==> src/rtl/seq_detector_1011_pkg.sv <==
// Shared types and constants for the 1011 serial pattern detector.
package seq_det_pkg;

  // Detector states. Each state name is the part of the pattern matched so far.
  typedef enum logic [1:0] {
    IDLE = 2'd0,
    S1   = 2'd1,
    S10  = 2'd2,
    S101 = 2'd3
  } state_e;

  // Pattern to detect. The MSB is the first bit received.
  localparam logic [3:0] PATTERN = 4'b1011;

  // Returns the bit that extends the partial match held in state s.
  function automatic logic expected_bit(state_e s);
    logic b;
    case (s)
      IDLE:    b = PATTERN[3];
      S1:      b = PATTERN[2];
      S10:     b = PATTERN[1];
      S101:    b = PATTERN[0];
      default: b = PATTERN[3];
    endcase
    return b;
  endfunction

endpackage

==> src/rtl/seq_detector_1011_if.sv <==
// Bundle between the upstream D flip-flop stage and the detector.
// The upstream register stage lives here, so q is d delayed by one clk.
interface seq_det_if #(
  parameter int CNT_W = 8
) (
  input logic clk,
  input logic rst
);

  logic             d;
  logic             q;
  logic             bit_valid;
  logic             clear;
  logic             match;
  logic [CNT_W-1:0] match_count;
  logic             busy;

  // Upstream D flip-flop stage feeding the detector's serial input.
  always_ff @(posedge clk or negedge rst) begin
    if (!rst) begin
      q <= 1'b0;
    end else begin
      q <= d;
    end
  end

  // Producer side: drives the data and control, observes the results.
  modport master (
    output d,
    output bit_valid,
    output clear,
    input  q,
    input  match,
    input  match_count,
    input  busy
  );

  // Detector side: consumes the registered bit, drives the results.
  modport slave (
    input  q,
    input  bit_valid,
    input  clear,
    output match,
    output match_count,
    output busy
  );

endinterface

==> src/rtl/seq_detector_1011_sat_counter.sv <==
// Counter that increments on inc and sticks at its maximum instead of wrapping.
// clr has priority over inc.
module sat_counter #(
  parameter int WIDTH = 8
) (
  input  logic             clk,
  input  logic             rst,
  input  logic             clr,
  input  logic             inc,
  output logic [WIDTH-1:0] count
);

  localparam logic [WIDTH-1:0] COUNT_MAX = '1;

  logic [WIDTH-1:0] count_q;
  logic [WIDTH-1:0] count_d;

  // Next count: clear, saturating increment, or hold.
  always_comb begin
    // NOTE: every signal written here gets a default first, so no path infers a latch.
    count_d = count_q;
    if (clr) begin
      count_d = '0;
    end else if (inc && (count_q != COUNT_MAX)) begin
      count_d = count_q + 1'b1;
    end
  end

  // Count register.
  always_ff @(posedge clk or negedge rst) begin
    if (!rst) begin
      count_q <= '0;
    end else begin
      // NOTE: sequential state uses non-blocking assignment so all flops update together.
      count_q <= count_d;
    end
  end

  assign count = count_q;

endmodule

==> src/rtl/seq_detector_1011.sv <==
// Serial 1011 detector. Samples q when bit_valid is high, pulses match for one
// cycle after the final 1, and keeps a saturating count of matches.
// OVERLAP=1 lets the trailing 1 of a match start the next one.
module seq_detector_1011
  import seq_det_pkg::*;
#(
  parameter int OVERLAP = 1,
  parameter int CNT_W   = 8
) (
  input logic      clk,
  input logic      rst,
  seq_det_if.slave bus
);

  state_e           state_q;
  state_e           state_d;
  logic             match_q;
  logic             match_d;
  logic [CNT_W-1:0] count;

  // Next state and match decision for the current sample.
  always_comb begin
    state_d = state_q;
    match_d = 1'b0;
    if (bus.clear) begin
      // A bit arriving together with clear is dropped.
      state_d = IDLE;
    end else if (bus.bit_valid) begin
      case (state_q)
        IDLE: state_d = (bus.q == expected_bit(IDLE)) ? S1   : IDLE;
        S1:   state_d = (bus.q == expected_bit(S1))   ? S10  : S1;
        S10:  state_d = (bus.q == expected_bit(S10))  ? S101 : IDLE;
        S101: begin
          if (bus.q == expected_bit(S101)) begin
            match_d = 1'b1;
            // The final 1 can be the first 1 of the next pattern.
            state_d = (OVERLAP != 0) ? S1 : IDLE;
          end else begin
            // "1010" still ends in "10".
            state_d = S10;
          end
        end
        default: state_d = IDLE;
      endcase
    end
  end

  // State and registered match pulse.
  always_ff @(posedge clk or negedge rst) begin
    if (!rst) begin
      state_q <= IDLE;
      match_q <= 1'b0;
    end else begin
      state_q <= state_d;
      match_q <= match_d;
    end
  end

  // Counter steps on the same edge that raises match.
  sat_counter #(
    .WIDTH(CNT_W)
  ) u_match_count (
    .clk  (clk),
    .rst  (rst),
    .clr  (bus.clear),
    .inc  (match_d),
    .count(count)
  );

  assign bus.match       = match_q;
  assign bus.match_count = count;
  assign bus.busy        = (state_q != IDLE);

endmodule
==> src/flat_wrapper.sv <==
// flat-port wrapper written by rule: the top's interface ports become plain ports
module seq_detector_1011_flat import seq_det_pkg::*;
#(
  parameter int OVERLAP = 1,
  parameter int CNT_W   = 8
)
  (clk, rst, bus_bit_valid, bus_clear, bus_match, bus_match_count, bus_busy);
  seq_det_if #(.CNT_W(CNT_W)) bus_i (.clk(clk), .rst(rst));
  input logic clk;
  input logic rst;
  input wire logic [$bits(bus_i.bit_valid)-1:0] bus_bit_valid;
  input wire logic [$bits(bus_i.clear)-1:0] bus_clear;
  output wire logic [$bits(bus_i.match)-1:0] bus_match;
  output wire logic [$bits(bus_i.match_count)-1:0] bus_match_count;
  output wire logic [$bits(bus_i.busy)-1:0] bus_busy;
  assign bus_i.bit_valid = bus_bit_valid;
  assign bus_i.clear = bus_clear;
  assign bus_match = bus_i.match;
  assign bus_match_count = bus_i.match_count;
  assign bus_busy = bus_i.busy;
  seq_detector_1011 #(.OVERLAP(OVERLAP), .CNT_W(CNT_W)) u_core (.clk(clk), .rst(rst), .bus(bus_i));
endmodule
==> config.mk <==
export PLATFORM = sky130hd
export DESIGN_NAME = seq_detector_1011_flat
export DESIGN_NICKNAME = d
export VERILOG_FILES = /design/src/rtl/seq_detector_1011_pkg.sv /design/src/rtl/seq_detector_1011_if.sv /design/src/rtl/seq_detector_1011_sat_counter.sv /design/src/rtl/seq_detector_1011.sv /design/src/flat_wrapper.sv
export SDC_FILE = /design/constraint.sdc
export NUM_CORES = 1
export LEC_CHECK = 0
export CORE_AREA = 2 2 39 41
export CTS_BUF_LIST = sky130_fd_sc_hd__clkbuf_4 sky130_fd_sc_hd__clkbuf_8
export DETAILED_ROUTE_END_ITERATION = 7
export DIE_AREA = 0 0 41 43
export PLACE_DENSITY = 0.55
export SLEW_MARGIN = 10
export SYNTH_ARGS = -nofsm -noshare
export SYNTH_HDL_FRONTEND = slang
export SYNTH_SLANG_ARGS = --single-unit
==> constraint.sdc <==
create_clock -name clk -period 0.8 [get_ports clk]
set_input_delay 0.12 -clock clk [delete_from_list [all_inputs] [get_ports clk]]
set_output_delay 0.12 -clock clk [all_outputs]
set_load 0.1 [all_outputs]
Word-level counts from Yosys, hierarchy flattened --
Cells that the tools add are included.
Storage, ports and cells: bits of input ports 4, output and inout port bits 10, register bits after elaboration 12, word-level logic and storage cells 27
Operators by class: multiplexer cells 12, eq/ne operators 4, add/subtract/negate cells 1, reductions and logical operators 6
Operators with widths (count):
- $mux W8 | 2
- $add A8 B1 Y8 const B | 1
- $mux W2 | 4
- $ne A8 B8 Y1 const B | 1
- $pmux W2 S3 | 1
- $reduce_bool A2 Y1 | 3
- $mux W1 | 5
- $eq A2 B2 Y1 const B | 2
- $eq A2 B1 Y1 const B | 1
- $logic_not A2 Y1 | 1
- $reduce_or A2 Y1 | 1
- $logic_and A1 B1 Y1 | 1

Logic depth before layout (Yosys ltp) --
Gate-level depths: netlist (run 1).
depth after elaboration 7, gate-level depth with buffers 1, mapped depth without buffers 1

By module --
A second synthesis (run 1) with hierarchy kept.
Second synthesis, totals: cells, all modules 63, area, all modules 600.6 um^2
By module, submodules not included:
- sat_counter | seq. area each 200.2 um^2, cells each 49, instances 1, area an instance 464.2 um^2
- seq_detector_1011 | seq. area each 75.1 um^2, cells each 13, instances 1, area an instance 132.6 um^2
- seq_detector_1011_flat | seq. area each 0.0 um^2, cells each 1, instances 1, area an instance 3.8 um^2

Worst setup path before layout (run 1) --
Ideal clock, no wire load.
kind register to register, from register u_core.u_match_count.count_q[0], in the netlist u_core.u_match_count.count[0], to register u_core.u_match_count.count_q[0], in the netlist u_core.u_match_count.count[0], path slack -0.370 ns, arrival 1.095 ns, library setup time 0.075 ns, stages on the path, launching flop included 2, path through dfrtp_1 > nor2b_1
Between the ends: longest elaborated chain between the ends 3
Ends and longest elaborated chain:
- start: declaration | line seq_detector_1011_sat_counter.sv:15 | logic [WIDTH-1:0] count_q;
- start signal: assignment | line seq_detector_1011_sat_counter.sv:35 | count_q <= count_d;
- $add A8 B1 Y8 / $ne A8 B8 Y1 (equally long branches) | line seq_detector_1011_sat_counter.sv:25, seq_detector_1011_sat_counter.sv:24
- $mux W8 / $logic_and A1 B1 Y1 (equally long branches) | line seq_detector_1011_sat_counter.sv:24 | end else if (inc && (count_q != COUNT_MAX)) begin
- $mux W8 / $reduce_bool A2 Y1 (equally long branches)
Several ways; a longest one is shown, not always the timed one. The select of a mux whose other input is x is not followed. A chain may end at the register's enable or synchronous reset.

Final worst setup path (run 1) --
from register u_core.u_match_count.count_q[4], in the netlist u_core.u_match_count.count[4], to output port bus_match_count[4]
RTL lines:
- end: declaration | line flat_wrapper.sv:14 | output wire logic [$bits(bus_i.match_count)-1:0] bus_match_count;
No word-level cell between the ends.

==> impl_metrics.toml, run 1 <==
[final_layout]
design_area_um2 = 510.5
n_antenna_cell = 0
largest_reg_flops = 8
synthToLayoutAreaGrowth_pct = 89.77
fillCellCount = 133
drive_above_1_share_pct = 61.29
final-seq-area_um2 = 230.2
finalNetCount = 37
fin_util_pct = 36.89
fin_cells = 47
multiInputGateArea_um2 = 57.56

[die]
rows = 14
die_w_um = 41
core_area_mm2 = 0.001384
die_height_um = 43
ioPinCount = 14
die_area_mm2 = 0.001763
start_util_pct = 19.44

[critical_path]
path_class = "flip-flop to output port"
cp_max_fo = 2
critical_path.top_delay_family = "flip-flops"
ff2ff_path_depth = 1
start_kind = "flip-flop"
path_depth = 1
crit_buf_inv = 1
end_kind = "output port"
crit_slowest_cell = "dfrtp_4"
critPathArrivalTime_ps = 910
r2r-start = "u_core.u_match_count.count[4]"
crit_chain = "buf_12"
reg2reg_slack_ps = 50
worstPathRequired_ps = 680
r2r-end = "u_core.u_match_count.count[4]"
critPathMaxStageDelay_ps = 490

[yosys]
synthTopCellsByArea = "dfrtp_1, nor2b_1, buf_4"
synth-xor-area-share_pct = 0
yosysTopAreaCell = "dfrtp_1"
yosys.area_share.simple_pct = 18.60
yosys.area.top_type_share_pct = 74.42
ys_seq_elements = 8
ys_types = 4
ys_seq_area_share_pct = 74.42
yosys_warnings = 1
synth_top_family_by_area = "simple AND/OR/NAND/NOR gates"
avgSynthCellArea_um2 = 14.16
syn_inst = 19
synth-adder-area-share_pct = 0
synth_mux_area_share_pct = 0
syn_area_um2 = 269.0
synth-compound-area-share_pct = 0

[timing]
fin_ws_ps = -232.0
holdWs_ps = 145.5
finalHoldViolations = 0
rsz0062_at_grt = "true"
finalMaxSlewViolations = 0
report.final.setup_viol = 8
fin_worst_skew_ps = 0
fmax_ghz = 0.9690
finalCritPeriodShare_pct = 129.0
min_period_ps = 1032

[place]
gp_congestion = 0.5876
io_buffers = 10
dpl_cell_area_um2 = 488.0
dp_cells = 44

[route]
drtIter0Drc = 0
dr.pass1.iters = 1
drc = 0
drt-total-wl_um = 532
vias = 168
viasPerCell = 3.574
wl_per_cell_um = 11.32
antenna_left = 0

[pwr]
p_per_area_mw_per_mm2 = 1495
total_power_mw = 0.7630
p_leak_nw = 0.2070
vdd_ir_drop_max_mv = 0.6442

[hold_path]
hold_path.class = "primary input to asynchronous set/reset pin"

[clocking]
cts.sinks = 8
clock_path_buffers = 2
cts.htree.levels = 1
cts_resized = 0
clock_latency_ps = 240
hold_buffers = 0
cts_root_buffer = "clkbuf_4"
cts_tree = "done"
clk_pin_slew_ps = 50
cts_made_buffers = 3
cts_setup_buffers = 0

[status]
status = "finished, violations left"
failed_checks = "negative setup slack"

[run]
max_cap_violations = 0

[grt]
grt_max_degree = 9
grt_usage_pct = 7.653
grt_pass1_wl_um = 786
grt_antenna_before_repair = 0
grt_pass1_vias = 179
gr-total-overflow = 0
## final cells by class
type	instances	area share [%]
Clock buffer	3	4.412
Tap cell	16	3.922
Multi-Input combinational cell	10	11.27
Sequential cell	8	45.10
Timing Repair Buffer	10	35.29
## metal layers
| layer | up-vias | routed length, µm | part of all wire [%] | track usage [%] |
|---|---|---|---|---|
| met4 | 0 | 0 | 0 | 8.000 |
| li1 | 76 | - | - | - |
| met3 | 0 | 60 | 11 | 4.188 |
| met5 | - | 0 | 0 | 0 |
| met1 | 83 | 224 | 42 | 10.85 |
| met2 | 9 | 247 | 46 | 7.187 |
## stage by stage
| stage | setup WS [ps] | TNS, ps |
|---|---|---|
| final | -232.0 | -1793 |
| after global routing | -258.9 | -2049 |
| after CTS | -246.4 | -1925 |
| after detailed placement | -193.6 | -1516 |
| after global placement | -153.0 | -1216 |
| after floorplan | -91.25 | -730.0 |
## power breakdown
part / switching, mW / leakage, nW / internal [mW]
registers: 0 / 0.0957 / 0.405
logic: 0.0542 / 0.0975 / 0.00868
clock network: 0.125 / 0.0138 / 0.171
## placed cells by master (no fill, tap or decap)
| master | Yosys | final |
|---|---|---|
| clkdlybuf4s50_1 | 0 | 2 |
| clkbuf_4 | 0 | 3 |
| conb_1 | 1 | 2 |
| dfrtp_4 | 0 | 8 |
| buf_12 | 0 | 8 |
| nor2b_1 | 8 | 8 |
## synthesized netlist by cell type
cell type  instances
buf_4              2
conb_1             1
dfrtp_1            8
nor2b_1            8
## cell families after synthesis
group	after synthesis
buffers and inverters	2
and+or+nand+nor	8
DFF	8
other	1
## how the worst max path moves through the flow
stage | from | to | slack (ps)
after floorplan | u_core.u_match_count.count[0] | u_core.u_match_count.count[0] | -90
after global placement | bus_clear | u_core.u_match_count.count[2] | -150
after detailed placement | bus_clear | u_core.u_match_count.count[5] | -190
after CTS | u_core.u_match_count.count[4] | bus_match_count[4] | -250
after global routing | u_core.u_match_count.count[3] | bus_match_count[3] | -260
final | u_core.u_match_count.count[4] | bus_match_count[4] | -230
Power figures use the tool's default switching activity.
==> run 2, diff against run 1 <==
--- a/constraint.sdc
+++ b/constraint.sdc
@@ -3,2 +3,2 @@
 set_output_delay 0.12 -clock clk [all_outputs]
-set_load 0.1 [all_outputs]
+set_load 0.005 [all_outputs]
==> run 2 against run 1 <==
The flow still finishes with violations (negative setup slack). Clock skew is the same. Routed wire length shrank 2.1%. Die area is the same. Setup slack gained 160 ps. Cell area shrank 22%. Register-to-register slack is essentially flat. Via count grew 14%. Critical endpoint is now bus_match_count[1]. Count of clock-buffer cells in the layout is the same. Hold slack lost 2.8 ps. Flip-flop and latch count is the same.
==> impl_metrics.toml, run 2 (synthesis results as in run 1) <==
[status]
status = "finished, violations left"
failed_checks = "negative setup slack"

[place]
gp_congestion = 0.5458
io_buffers = 10
dpl_cell_area_um2 = 377.9

[grt]
grt_max_degree = 9
gr-total-overflow = 0
grt_antenna_before_repair = 0
grt_pass1_vias = 187
grt_usage_pct = 7.801
grt_pass1_wl_um = 814

[pwr]
p_leak_nw = 0.2302
vdd_ir_drop_max_mv = 0.3275
p_per_area_mw_per_mm2 = 1802

[route]
antenna_left = 0
drc = 0
vias = 192
drtIter0Drc = 0
drt-total-wl_um = 521
viasPerCell = 3.692
dr.pass1.iters = 1
wl_per_cell_um = 10.02

[die]
ioPinCount = 14
start_util_pct = 19.44
core_area_mm2 = 0.001384
rows = 14
die_area_mm2 = 0.001763
die_height_um = 43
die_w_um = 41

[final_layout]
finalNetCount = 42
synthToLayoutAreaGrowth_pct = 47.91
drive_above_1_share_pct = 44.44
n_antenna_cell = 0
most-common-layout-cells = "nor2b_1, buf_2, dfrtp_1, buf_4, clkbuf_4"
fillCellCount = 159
design_area_um2 = 397.9
largest_reg_flops = 8

[critical_path]
crit_chain = "buf_2"
critical_path.top_delay_family = "flip-flops"
path_class = "flip-flop to output port"
crit_buf_inv = 1
worstPathRequired_ps = 680
end_kind = "output port"
start_kind = "flip-flop"
cp_max_fo = 2
crit_slowest_cell = "dfrtp_1"
critPathMaxStageDelay_ps = 380
critPathArrivalTime_ps = 750

[clocking]
cts_tree = "done"
cts.sinks = 8
cts_made_buffers = 3
clock_latency_ps = 250
cts.htree.levels = 1
clock_path_buffers = 2
clk_pin_slew_ps = 50
cts_root_buffer = "clkbuf_4"

[timing]
holdWs_ps = 142.8
report.final.setup_viol = 8
fmax_ghz = 1.148
fin_worst_skew_ps = 0
finalMaxSlewViolations = 0
finalCritPeriodShare_pct = 108.9
rsz0062_at_grt = "true"
finalSetupTns_ps = -477.1
min_period_ps = 871.5
fin_ws_ps = -71.46
finalHoldViolations = 0

[run]
max_cap_violations = 0

[hold_path]
hold_path.class = "primary input to asynchronous set/reset pin"
==> run 2: changes by cell type in the layout (fill, tap and decap cells not counted), sizes merged <==
cell / delta
buf: +5
==> run 2: layout make-up <==
| class | instances | area [µm²] | area share (%) |
|---|---|---|---|
| Clock buffer | 3 | 22.52 | 5.660 |
| Timing Repair Buffer | 15 | 97.59 | 24.53 |
| Multi-Input combinational cell | 10 | 57.56 | 14.47 |
| Tap cell | 16 | 20.02 | 5.031 |
| Sequential cell | 8 | 200.2 | 50.31 |
==> run 2: timing repair <==
action | in CTS | in global routing
buffers inserted | 5 | 0
hold buffers | 0 | 0
endpoints found under the setup margin | 8 | 8
gates resized for setup | 32 | 0
==> run 2: metal layers <==
metal  track usage [%]  wire length (µm)  vias to the layer above
li1                  -                 -                       89
met1             8.609               207                       92
met2             9.375               238                       11
met3             3.141                75                        0
met4             10.00                 0                        0
met5                 0                 0                        -
==> run 2: stage by stage <==
stage | util, % | setup WS, ps | total power, mW | instances
6_report | 28.75 | -71.46 | 0.7171 | 52
3_5_place_dp | 27.31 | -186.8 | 0.4358 | 44
2_1_floorplan | - | 200.0 | 0.4214 | 20
5_1_grt | 28.75 | -115.6 | 0.7605 | 52
4_1_cts | 28.75 | -84.74 | 0.7331 | 52
3_3_place_gp | 27.31 | -162.7 | 0.4348 | 44
==> run 2: worst paths after layout <==
kind                                               start                             to  slack [ps]  depth (start not counted)
min                                                  rst  u_core.u_match_count.count[2]         140                          1
min reg2reg                u_core.u_match_count.count[5]  u_core.u_match_count.count[5]         510                          1
max reg2reg                u_core.u_match_count.count[2]  u_core.u_match_count.count[2]          50                          2
max in group asynchronous                            rst  u_core.u_match_count.count[5]         410                          1
max                        u_core.u_match_count.count[1]             bus_match_count[1]         -70                          1
min in group clk           u_core.u_match_count.count[5]  u_core.u_match_count.count[5]         510                          1
==> run 2: where the power goes <==
part           internal, mW  switching, mW
Clock                 0.170          0.117
Sequential            0.406              0
Combinational       0.00868         0.0150
